## src/rtl/mandelbrot_pkg.sv

```systemverilog
// Shared types and sizing for the Mandelbrot frame pipeline.
package mandelbrot_pkg;

  localparam int unsigned INTEGER_BITS    = 8;
  localparam int unsigned FRACTIONAL_BITS = 24;
  localparam int unsigned DATA_WIDTH      = INTEGER_BITS + FRACTIONAL_BITS;
  localparam int unsigned MAX_ITER_WIDTH  = 16;
  localparam int unsigned COORD_WIDTH     = 11;

  typedef logic signed [DATA_WIDTH-1:0] fixed_t;
  typedef logic [MAX_ITER_WIDTH-1:0]    iter_t;
  typedef logic [COORD_WIDTH-1:0]       coord_t;

  typedef enum logic [2:0] {
    S_IDLE,
    S_ISSUE,
    S_WAIT,
    S_OUTPUT,
    S_FINISH
  } sched_state_t;

endpackage

```

## src/rtl/mandelbrot_raster_counter.sv

```systemverilog
// Raster-order pixel counters with incremental Q-format coordinate stepping.
module mandelbrot_raster_counter #(
  parameter int unsigned DATA_WIDTH  = mandelbrot_pkg::DATA_WIDTH,
  parameter int unsigned COORD_WIDTH = mandelbrot_pkg::COORD_WIDTH
) (
  input  logic                         clk_i,
  input  logic                         rst_i,
  input  logic                         load,
  input  logic                         advance,
  input  logic [COORD_WIDTH-1:0]       width,
  input  logic [COORD_WIDTH-1:0]       height,
  input  logic signed [DATA_WIDTH-1:0] x_min,
  input  logic signed [DATA_WIDTH-1:0] y_max,
  input  logic signed [DATA_WIDTH-1:0] step,
  output logic [COORD_WIDTH-1:0]       px,
  output logic [COORD_WIDTH-1:0]       py,
  output logic signed [DATA_WIDTH-1:0] cur_x,
  output logic signed [DATA_WIDTH-1:0] cur_y,
  output logic                         last
);

  logic [COORD_WIDTH-1:0]       width_q;
  logic [COORD_WIDTH-1:0]       height_q;
  logic signed [DATA_WIDTH-1:0] x_min_q;
  logic signed [DATA_WIDTH-1:0] step_q;
  logic                         row_end;

  assign row_end = (px == width_q - COORD_WIDTH'(1));
  assign last    = row_end && (py == height_q - COORD_WIDTH'(1));

  // Row starts reload cur_x from x_min so stepping error never carries across rows.
  always_ff @(posedge clk_i or posedge rst_i) begin
    if (rst_i) begin
      width_q  <= '0;
      height_q <= '0;
      x_min_q  <= '0;
      step_q   <= '0;
      px       <= '0;
      py       <= '0;
      cur_x    <= '0;
      cur_y    <= '0;
    end else if (load) begin
      width_q  <= width;
      height_q <= height;
      x_min_q  <= x_min;
      step_q   <= step;
      px       <= '0;
      py       <= '0;
      cur_x    <= x_min;
      cur_y    <= y_max;
    end else if (advance) begin
      if (!row_end) begin
        px    <= px + COORD_WIDTH'(1);
        cur_x <= cur_x + step_q;
      end else begin
        px    <= '0;
        py    <= py + COORD_WIDTH'(1);
        cur_x <= x_min_q;
        cur_y <= cur_y - step_q;
      end
    end
  end

endmodule

```

## src/rtl/mandelbrot_pixel_scheduler.sv

```systemverilog
// Frame sequencer: issues one pixel job at a time to the iteration core and
// forwards each result, tagged with its coordinates, over valid/ready.
module mandelbrot_pixel_scheduler #(
  parameter int unsigned DATA_WIDTH     = mandelbrot_pkg::DATA_WIDTH,
  parameter int unsigned MAX_ITER_WIDTH = mandelbrot_pkg::MAX_ITER_WIDTH,
  parameter int unsigned COORD_WIDTH    = mandelbrot_pkg::COORD_WIDTH
) (
  input  logic                         clk_i,
  input  logic                         rst_i,
  input  logic                         frame_start_i,
  input  logic [COORD_WIDTH-1:0]       width_i,
  input  logic [COORD_WIDTH-1:0]       height_i,
  input  logic signed [DATA_WIDTH-1:0] x_min_i,
  input  logic signed [DATA_WIDTH-1:0] y_max_i,
  input  logic signed [DATA_WIDTH-1:0] step_i,
  input  logic [MAX_ITER_WIDTH-1:0]    max_iter_i,
  output logic                         core_start_o,
  output logic signed [DATA_WIDTH-1:0] core_x0_o,
  output logic signed [DATA_WIDTH-1:0] core_y0_o,
  output logic [MAX_ITER_WIDTH-1:0]    core_max_iter_o,
  input  logic [MAX_ITER_WIDTH-1:0]    core_iter_i,
  input  logic                         core_done_i,
  output logic                         pix_valid_o,
  input  logic                         pix_ready_i,
  output logic [COORD_WIDTH-1:0]       pix_x_o,
  output logic [COORD_WIDTH-1:0]       pix_y_o,
  output logic [MAX_ITER_WIDTH-1:0]    pix_iter_o,
  output logic                         pix_last_o,
  output logic                         busy_o,
  output logic                         frame_done_o
);

  import mandelbrot_pkg::*;

  sched_state_t state_q;
  sched_state_t state_d;

  logic                         load;
  logic                         advance;
  logic                         capture;
  logic [COORD_WIDTH-1:0]       px;
  logic [COORD_WIDTH-1:0]       py;
  logic signed [DATA_WIDTH-1:0] cur_x;
  logic signed [DATA_WIDTH-1:0] cur_y;
  logic                         last;

  logic [MAX_ITER_WIDTH-1:0]    max_iter_q;
  logic [COORD_WIDTH-1:0]       pix_x_q;
  logic [COORD_WIDTH-1:0]       pix_y_q;
  logic [MAX_ITER_WIDTH-1:0]    pix_iter_q;
  logic                         pix_last_q;

  mandelbrot_raster_counter #(
    .DATA_WIDTH (DATA_WIDTH),
    .COORD_WIDTH(COORD_WIDTH)
  ) u_raster (
    .clk_i  (clk_i),
    .rst_i  (rst_i),
    .load   (load),
    .advance(advance),
    .width  (width_i),
    .height (height_i),
    .x_min  (x_min_i),
    .y_max  (y_max_i),
    .step   (step_i),
    .px     (px),
    .py     (py),
    .cur_x  (cur_x),
    .cur_y  (cur_y),
    .last   (last)
  );

  always_ff @(posedge clk_i or posedge rst_i) begin
    if (rst_i) begin
      state_q <= S_IDLE;
    end else begin
      state_q <= state_d;
    end
  end

  always_comb begin
    state_d = state_q;
    load    = 1'b0;
    advance = 1'b0;
    capture = 1'b0;
    unique case (state_q)
      S_IDLE: begin
        if (frame_start_i) begin
          load    = 1'b1;
          state_d = ((width_i == '0) || (height_i == '0)) ? S_FINISH : S_ISSUE;
        end
      end
      S_ISSUE: begin
        state_d = S_WAIT;
      end
      S_WAIT: begin
        if (core_done_i) begin
          capture = 1'b1;
          state_d = S_OUTPUT;
        end
      end
      S_OUTPUT: begin
        if (pix_ready_i) begin
          if (pix_last_q) begin
            state_d = S_FINISH;
          end else begin
            advance = 1'b1;
            state_d = S_ISSUE;
          end
        end
      end
      S_FINISH: begin
        state_d = S_IDLE;
      end
      default: begin
        state_d = S_IDLE;
      end
    endcase
  end

  always_ff @(posedge clk_i or posedge rst_i) begin
    if (rst_i) begin
      max_iter_q <= '0;
      pix_x_q    <= '0;
      pix_y_q    <= '0;
      pix_iter_q <= '0;
      pix_last_q <= 1'b0;
    end else begin
      if (load) begin
        max_iter_q <= max_iter_i;
      end
      if (capture) begin
        pix_x_q    <= px;
        pix_y_q    <= py;
        pix_iter_q <= core_iter_i;
        pix_last_q <= last;
      end
    end
  end

  // cur_x/cur_y only move on accept, so they already hold the job stable from ISSUE onward.
  assign core_start_o    = (state_q == S_ISSUE);
  assign core_x0_o       = cur_x;
  assign core_y0_o       = cur_y;
  assign core_max_iter_o = max_iter_q;

  assign pix_valid_o  = (state_q == S_OUTPUT);
  assign pix_x_o      = pix_x_q;
  assign pix_y_o      = pix_y_q;
  assign pix_iter_o   = pix_iter_q;
  assign pix_last_o   = pix_last_q;

  assign busy_o       = (state_q != S_IDLE);
  assign frame_done_o = (state_q == S_FINISH);

endmodule

```

## config.mk

```make
export PLATFORM = sky130hd
export DESIGN_NAME = mandelbrot_pixel_scheduler
export DESIGN_NICKNAME = d
export VERILOG_FILES = /design/src/rtl/mandelbrot_pkg.sv /design/src/rtl/mandelbrot_raster_counter.sv /design/src/rtl/mandelbrot_pixel_scheduler.sv
export SDC_FILE = /design/constraint.sdc
export NUM_CORES = 1
export LEC_CHECK = 0
export BUFFER_PORTS_ARGS = -buffer_cell sky130_fd_sc_hd__buf_4
export CAP_MARGIN = 10
export CORE_MARGIN = 8
export CORE_UTILIZATION = 35
export CTS_CLUSTER_DIAMETER = 40
export DETAILED_ROUTE_END_ITERATION = 6
export GPL_TIMING_DRIVEN = 0
export SETUP_SLACK_MARGIN = 0.05
export SLEW_MARGIN = 20
export SYNTH_ARGS = -nofsm -noshare
export SYNTH_HDL_FRONTEND = slang
export SYNTH_SLANG_ARGS = --single-unit
```

## constraint.sdc

```tcl
create_clock -name clk_i -period 9.82 [get_ports clk_i]
set_clock_uncertainty 0.15 [all_clocks]
set_input_delay 0.982 -clock clk_i [delete_from_list [all_inputs] [get_ports clk_i]]
set_output_delay 0.982 -clock clk_i [all_outputs]
set_load 0.05 [all_outputs]
```

* After elaboration in Yosys (flattened, before gate mapping)
Index checks and enable logic that the tools add are counted.
** Cells by class
- $add $sub $neg :: 6
- Multiply operators :: 0
- Div/mod/pow operators :: 0
- Magnitude comparators :: 0
- Eq/ne operators :: 9
- Shift-type cells :: 0
- Mux-type cells :: 25
- Bitwise logic cells :: 0
- Reduce and logical (&&, ||, !) cells :: 10
** Operators with widths (number)
- $mux 32 :: 6
- $mux 11 :: 6
- $add 32x32->32 :: 1
- $sub 32x32->32 :: 1
- $add 11x1->11 const B :: 2
- $eq 11x11->1 :: 2
- $logic_not 11->1 :: 2
- $sub 11x1->11 const B :: 2
- $mux 3 :: 5
- $pmux 3 s4 :: 1
- $mux 1 :: 7
- $eq 3x2->1 const B :: 2
- $ne 2x2->1 const B :: 2
- $reduce_bool 2->1 :: 2
- $eq 3x1->1 const B :: 1
- $eq 3x3->1 const B :: 1
- $logic_not 3->1 :: 1
- $reduce_and 3->1 :: 1
- $reduce_bool 3->1 :: 1
- $ne 2x1->1 const B :: 1
- $reduce_and 2->1 :: 1
- $logic_and 1x1->1 :: 1
- $logic_or 1x1->1 :: 1
** Word-level totals
- Register bits :: 230
- Latch bits :: 0
- Bits in writable memories :: 0
- ROM bits :: 0
- Input port bits :: 155
- Output and inout bits :: 123
- Logic and storage cells :: 64
- Memories kept :: 0

* Logic depth before layout (Yosys ltp)
- Depth after elaboration :: 5
- Mapped depth :: 13

* By module
A second synthesis with hierarchy kept.
** Second synthesis, totals
- Cell total of the unflattened synthesis :: 1440
- Area, all modules :: 13509.2 um2
** By module, submodules not included
- mandelbrot_raster_counter :: times used 1, cells each 1291, area an instance 11177.0 um2, seq. area each 4304.1 um2
- mandelbrot_pixel_scheduler :: times used 1, cells each 149, area an instance 2332.2 um2, seq. area each 1451.4 um2

* Worst setup path before layout
Ideal clock, no wire load.
- Path type :: flip-flop to flip-flop
- Start :: register u_raster.width_q[2]
- End :: register u_raster.cur_y[18]
- Arrival :: 3.057 ns
- Data required time :: 9.533 ns
- Slack :: 6.477 ns
- Cell stages (with the launch flop) :: 14
- Buffers on the path :: 5
- Clock period less this slack :: 3.343 ns
- Cells stage by stage :: dfrtp_1 -> buf_6 -> or4_1 -> buf_2 -> o31a_1 -> or3_1 -> a21o_1 -> a211o_1 -> or2_1 -> clkbuf_1 -> buf_2 -> buf_2 -> a21oi_1 -> a21oi_1
** Between the ends
- Word-level cells in the longest chain between the ends :: 4
** RTL lines
- start, declared :: RTL line mandelbrot_raster_counter.sv:22 : logic [COORD_WIDTH-1:0] width_q;
- start signal, assigned :: RTL line mandelbrot_raster_counter.sv:43 : width_q <= width;
- $sub 11x1->11 :: RTL line mandelbrot_raster_counter.sv:28 : assign row_end = (px == width_q - COORD_WIDTH'(1));
- $eq 11x11->1 :: RTL line mandelbrot_raster_counter.sv:28
- $reduce_bool 2->1 (no line)
- $reduce_and 2->1 (no line)
- end signal, assigned :: RTL line mandelbrot_raster_counter.sv:50 : cur_y <= y_max;
- end signal, assigned :: RTL line mandelbrot_raster_counter.sv:59 : cur_y <= cur_y - step_q;
- end, declared :: RTL line mandelbrot_raster_counter.sv:18 : output logic signed [DATA_WIDTH-1:0] cur_y,
No other way between the ends.
A chain may end at the register's enable or synchronous reset.

* Final worst setup path
- Start :: register u_raster.width_q[2]
- End :: register u_raster.cur_x[3]
** Between the ends
- Word-level cells in the longest chain between the ends :: 5
** RTL lines
- $sub 11x1->11 :: RTL line mandelbrot_raster_counter.sv:28
- $eq 11x11->1 :: RTL line mandelbrot_raster_counter.sv:28
- $mux 32 :: RTL line mandelbrot_raster_counter.sv:52 : if (!row_end) begin
- $mux 32 :: RTL line mandelbrot_raster_counter.sv:51 : end else if (advance) begin
- $mux 32 :: RTL line mandelbrot_raster_counter.sv:42 : end else if (load) begin
- end signal, assigned :: RTL line mandelbrot_raster_counter.sv:49 : cur_x <= x_min;
- end signal, assigned :: RTL line mandelbrot_raster_counter.sv:54 : cur_x <= cur_x + step_q;
- end signal, assigned :: RTL line mandelbrot_raster_counter.sv:58 : cur_x <= x_min_q;
- end, declared :: RTL line mandelbrot_raster_counter.sv:17 : output logic signed [DATA_WIDTH-1:0] cur_x,
No other way between the ends. The select of a mux whose other input is x is not followed.

==> run summary <==
CTS Root Cell -> clkbuf_16
Site Rows -> 71
CP Max Fanout -> 10
Die W -> 211 µm
Synth Cell Area -> 13300 µm²
Synth-to-layout area growth -> 33.2%
Num CTS Buffers -> 46
DP HPWL -> 36300 µm
HP Class -> primary input to async pin
# DRC -> 0
Synthesis Warnings -> 0
Ys async rst share -> 100%
Detailed Route Iter0 Violations -> 892
CP endpoint kind -> flip-flop
Crit path DAT -> 4550 ps
CTS tree -> built
Simple-gate share of the synthesized area -> 19.1%
Status -> finished clean
Crit Path Category -> flip-flop to flip-flop
Max Cap Violations -> 0
Total GRT Usage -> 21.5%
Tot Pwr -> 7.42 mW
Most common cell after layout, fill and taps aside -> nand2_1
Final hold vios -> 0
Avg Cell Area, Syn -> 8.70 µm²
Switching Power -> 3.51 mW
Yosys cell types -> 65
Die Y -> 211 µm
Maximum clock rate -> 233 MHz
Vias in the first global route -> 12800
Power per cell area -> 420 nW/µm²
Synth Area in XOR/XNOR -> 6.08%
Fillers -> 3688
Worst path required time -> 10070 ps
Adder-Cell Fraction of Synth Area -> 6.53%
Clk network pwr share -> 22.0%
Via count -> 12400
Routed vias/inst -> 5.16
Synthesized net count -> 1746
Final-report setup violation count -> 0
Worst-Margin Slew -> 964 ps
Share of cells above drive strength 1 -> 22.1%
Register area share after synthesis -> 43.4%
Layout Nets -> 2073
Synthesized flop and latch total -> 230
Die area -> 44400 µm²
Minimum clock period -> 4300 ps
Most used DFF post-synth -> dfrtp_1
GP Congestion -> 0.901
Max-slew violation count -> 0
Worst IR Drop VDD -> 0.201 mV
Sequential Area -> 5760 µm²
Reg power frac -> 22.4%
Syn Inst Count -> 1523
Later-pin clock latency in the skew report -> 570 ps
Largest family of logic cells by synthesized area -> simple AND/OR/NAND/NOR gates
H-tree lvl count -> 2
Clk pin slew, worst setup/hold paths -> 60 ps
Largest net degree at the start of global routing -> 88
Setup Buffers After CTS -> 0
Drt wl/cell -> 20.0 µm
Initial Utilization -> 35.4%
Antenna Violating Nets Remaining -> 0
Switching part of the total -> 47.3%
CTS-repair resized insts -> 0
Max_slew headroom -> 35.8%
Mux contribution to synthesized area -> 3.61%
TritonRoute pass-1 iters -> 6
GRT overflow -> 0
Final Util -> 47.1%
Core footprint -> 37500 µm²
Initial antenna violation count -> 3
Post-CTS Hold Buffers -> 0
Post-synth EDFFs -> 0
Reg2reg path depth -> 12
Ports -> 278
PortBufs -> 277
WHS -> 321 ps
RSZ-0062 raised after global routing -> no
Post-Route WL -> 48000 µm
Global-route wire length before repair -> 74400 µm
Synth Area in Compound Gates -> 17.4%
# clock sinks -> 230
CTS max path bufs -> 3
Leakage power -> 8.38 nW
Multi-input gate area -> 6980 µm²
Most frequent cells in the layout -> nand2_1, buf_4, dfrtp_1
P_int -> 3.91 mW
Period utilization -> 43.8%
Combinational power share -> 55.6%
Critical Path Start Type -> flip-flop
-- synthesized netlist by cell type, types with 3 or more instances --
master / instances / share of area, %
a211o_1: 3 / 0.20
a211oi_1: 19 / 1.1
a21o_1: 25 / 1.4
a21oi_1: 110 / 4.2
a222oi_1: 6 / 0.45
a22oi_1: 5 / 0.28
a31oi_1: 17 / 0.80
a32oi_1: 3 / 0.20
and2_1: 4 / 0.19
and3_1: 21 / 0.99
buf_2: 10 / 0.38
clkbuf_1: 67 / 1.9
dfrtp_1: 230 / 43
ha_1: 66 / 6.2
inv_1: 53 / 1.5
mux2_2: 38 / 3.2
mux2i_1: 5 / 0.38
nand2_1: 329 / 9.3
nand2b_1: 13 / 0.61
nand3_1: 19 / 0.72
nand3b_1: 6 / 0.34
nand4_1: 17 / 0.80
nor2_1: 92 / 2.6
nor2b_1: 8 / 0.38
nor3_1: 24 / 0.91
nor3b_1: 3 / 0.17
nor4_1: 11 / 0.52
o211ai_1: 18 / 1.0
o21a_1: 7 / 0.40
o21ai_0: 130 / 4.9
o21ai_1: 3 / 0.11
o21bai_1: 5 / 0.28
o22ai_1: 11 / 0.52
o31ai_1: 5 / 0.28
or3_1: 10 / 0.47
xnor2_1: 53 / 3.5
xor2_1: 39 / 2.6
-- kinds of logic (layout without fill, tap and decap cells) --
logic type      count (synthesis)  in the layout
compound gates                386            386
xor+xnor                       92             92
fa+ha+maj                      68             68
buf+inv                       132            497
flops                         230            230
mux                            43             43
other cells                     0              3
simple gates                  572            572
-- final cells by class --
class | instances | area share (%)
multi-input combinational | 1161 | 39.5
sequential | 230 | 32.6
timing repair buffer | 279 | 12.1
clock buffer | 54 | 6.92
tap | 511 | 3.62
clock inverter | 32 | 2.22
buffer | 79 | 1.79
inverter | 53 | 1.17
antenna | 3 | 0.0425
-- per-stage QoR --
step / worst slack [ps] / TNS (ps) / area, µm² / instances
finish: 5520 / 0 / 17700 / 2402
global route: 5320 / 0 / 17700 / 2402
CTS: 5530 / 0 / 17700 / 2399
detailed placement: 5580 / 0 / 16000 / 2313
global placement: -570 / -124230 / 16000 / 2311
floorplan: 2380 / 0 / 13300 / 1523
-- power by group through the flow --
| stage | Combinational, mW | Clock, mW | Sequential, mW |
|---|---|---|---|
| after global placement | 4.07 | 0 | 1.66 |
| after global routing | 4.54 | 1.72 | 1.71 |
| after floorplan | 2.36 | 0 | 2.25 |
| after CTS | 4.12 | 1.66 | 1.66 |
| final | 4.13 | 1.63 | 1.66 |
| after detailed placement | 4.10 | 0 | 1.66 |
-- final timing paths --
kind	start	endpoint	slack (ps)
max in group asynchronous	rst_i	u_raster.step_q[24]	7940
worst min-delay path	rst_i	pix_y_o[7]	320
worst max-delay path	u_raster.width_q[2]	u_raster.cur_x[3]	5520
min in group clk_i	core_max_iter_o[3]	core_max_iter_o[3]	320
worst max register to register	u_raster.width_q[2]	u_raster.cur_x[3]	5520
worst min register to register	core_max_iter_o[3]	core_max_iter_o[3]	320
-- metal layers --
layer  wire [µm]  vias to the layer above  GRT usage (%)
met3        3380                       87           5.38
met5           0                        -              0
met4        1600                        0           8.18
li1            -                     5993              -
met1       21100                     5893           27.4
met2       22000                      419           34.7
-- sequential cells by signal, summed over array words and instances, names as in the netlist --
name / flops
core_max_iter_o: 16
pix_iter_o: 16
state_q: 3
u_raster.step_q: 32
u_raster.px: 11
pix_last_o: 1
u_raster.cur_x: 32
u_raster.x_min_q: 32
u_raster.py: 11
u_raster.width_q: 11
pix_x_o: 11
pix_y_o: 11
u_raster.height_q: 11
u_raster.cur_y: 32
-- worst max-delay path, cell delays in order (launching register included) --
cell	delay, ps
dfrtp_1	370
buf_6	130
or4_1	500
buf_2	180
o31a_1	290
or3_1	350
a21o_1	180
a211oi_1	630
buf_2	410
clkbuf_1	530
o211ai_1	180
o21ai_0	120
o21ai_0	100
Power figures use the tool's default switching activity.
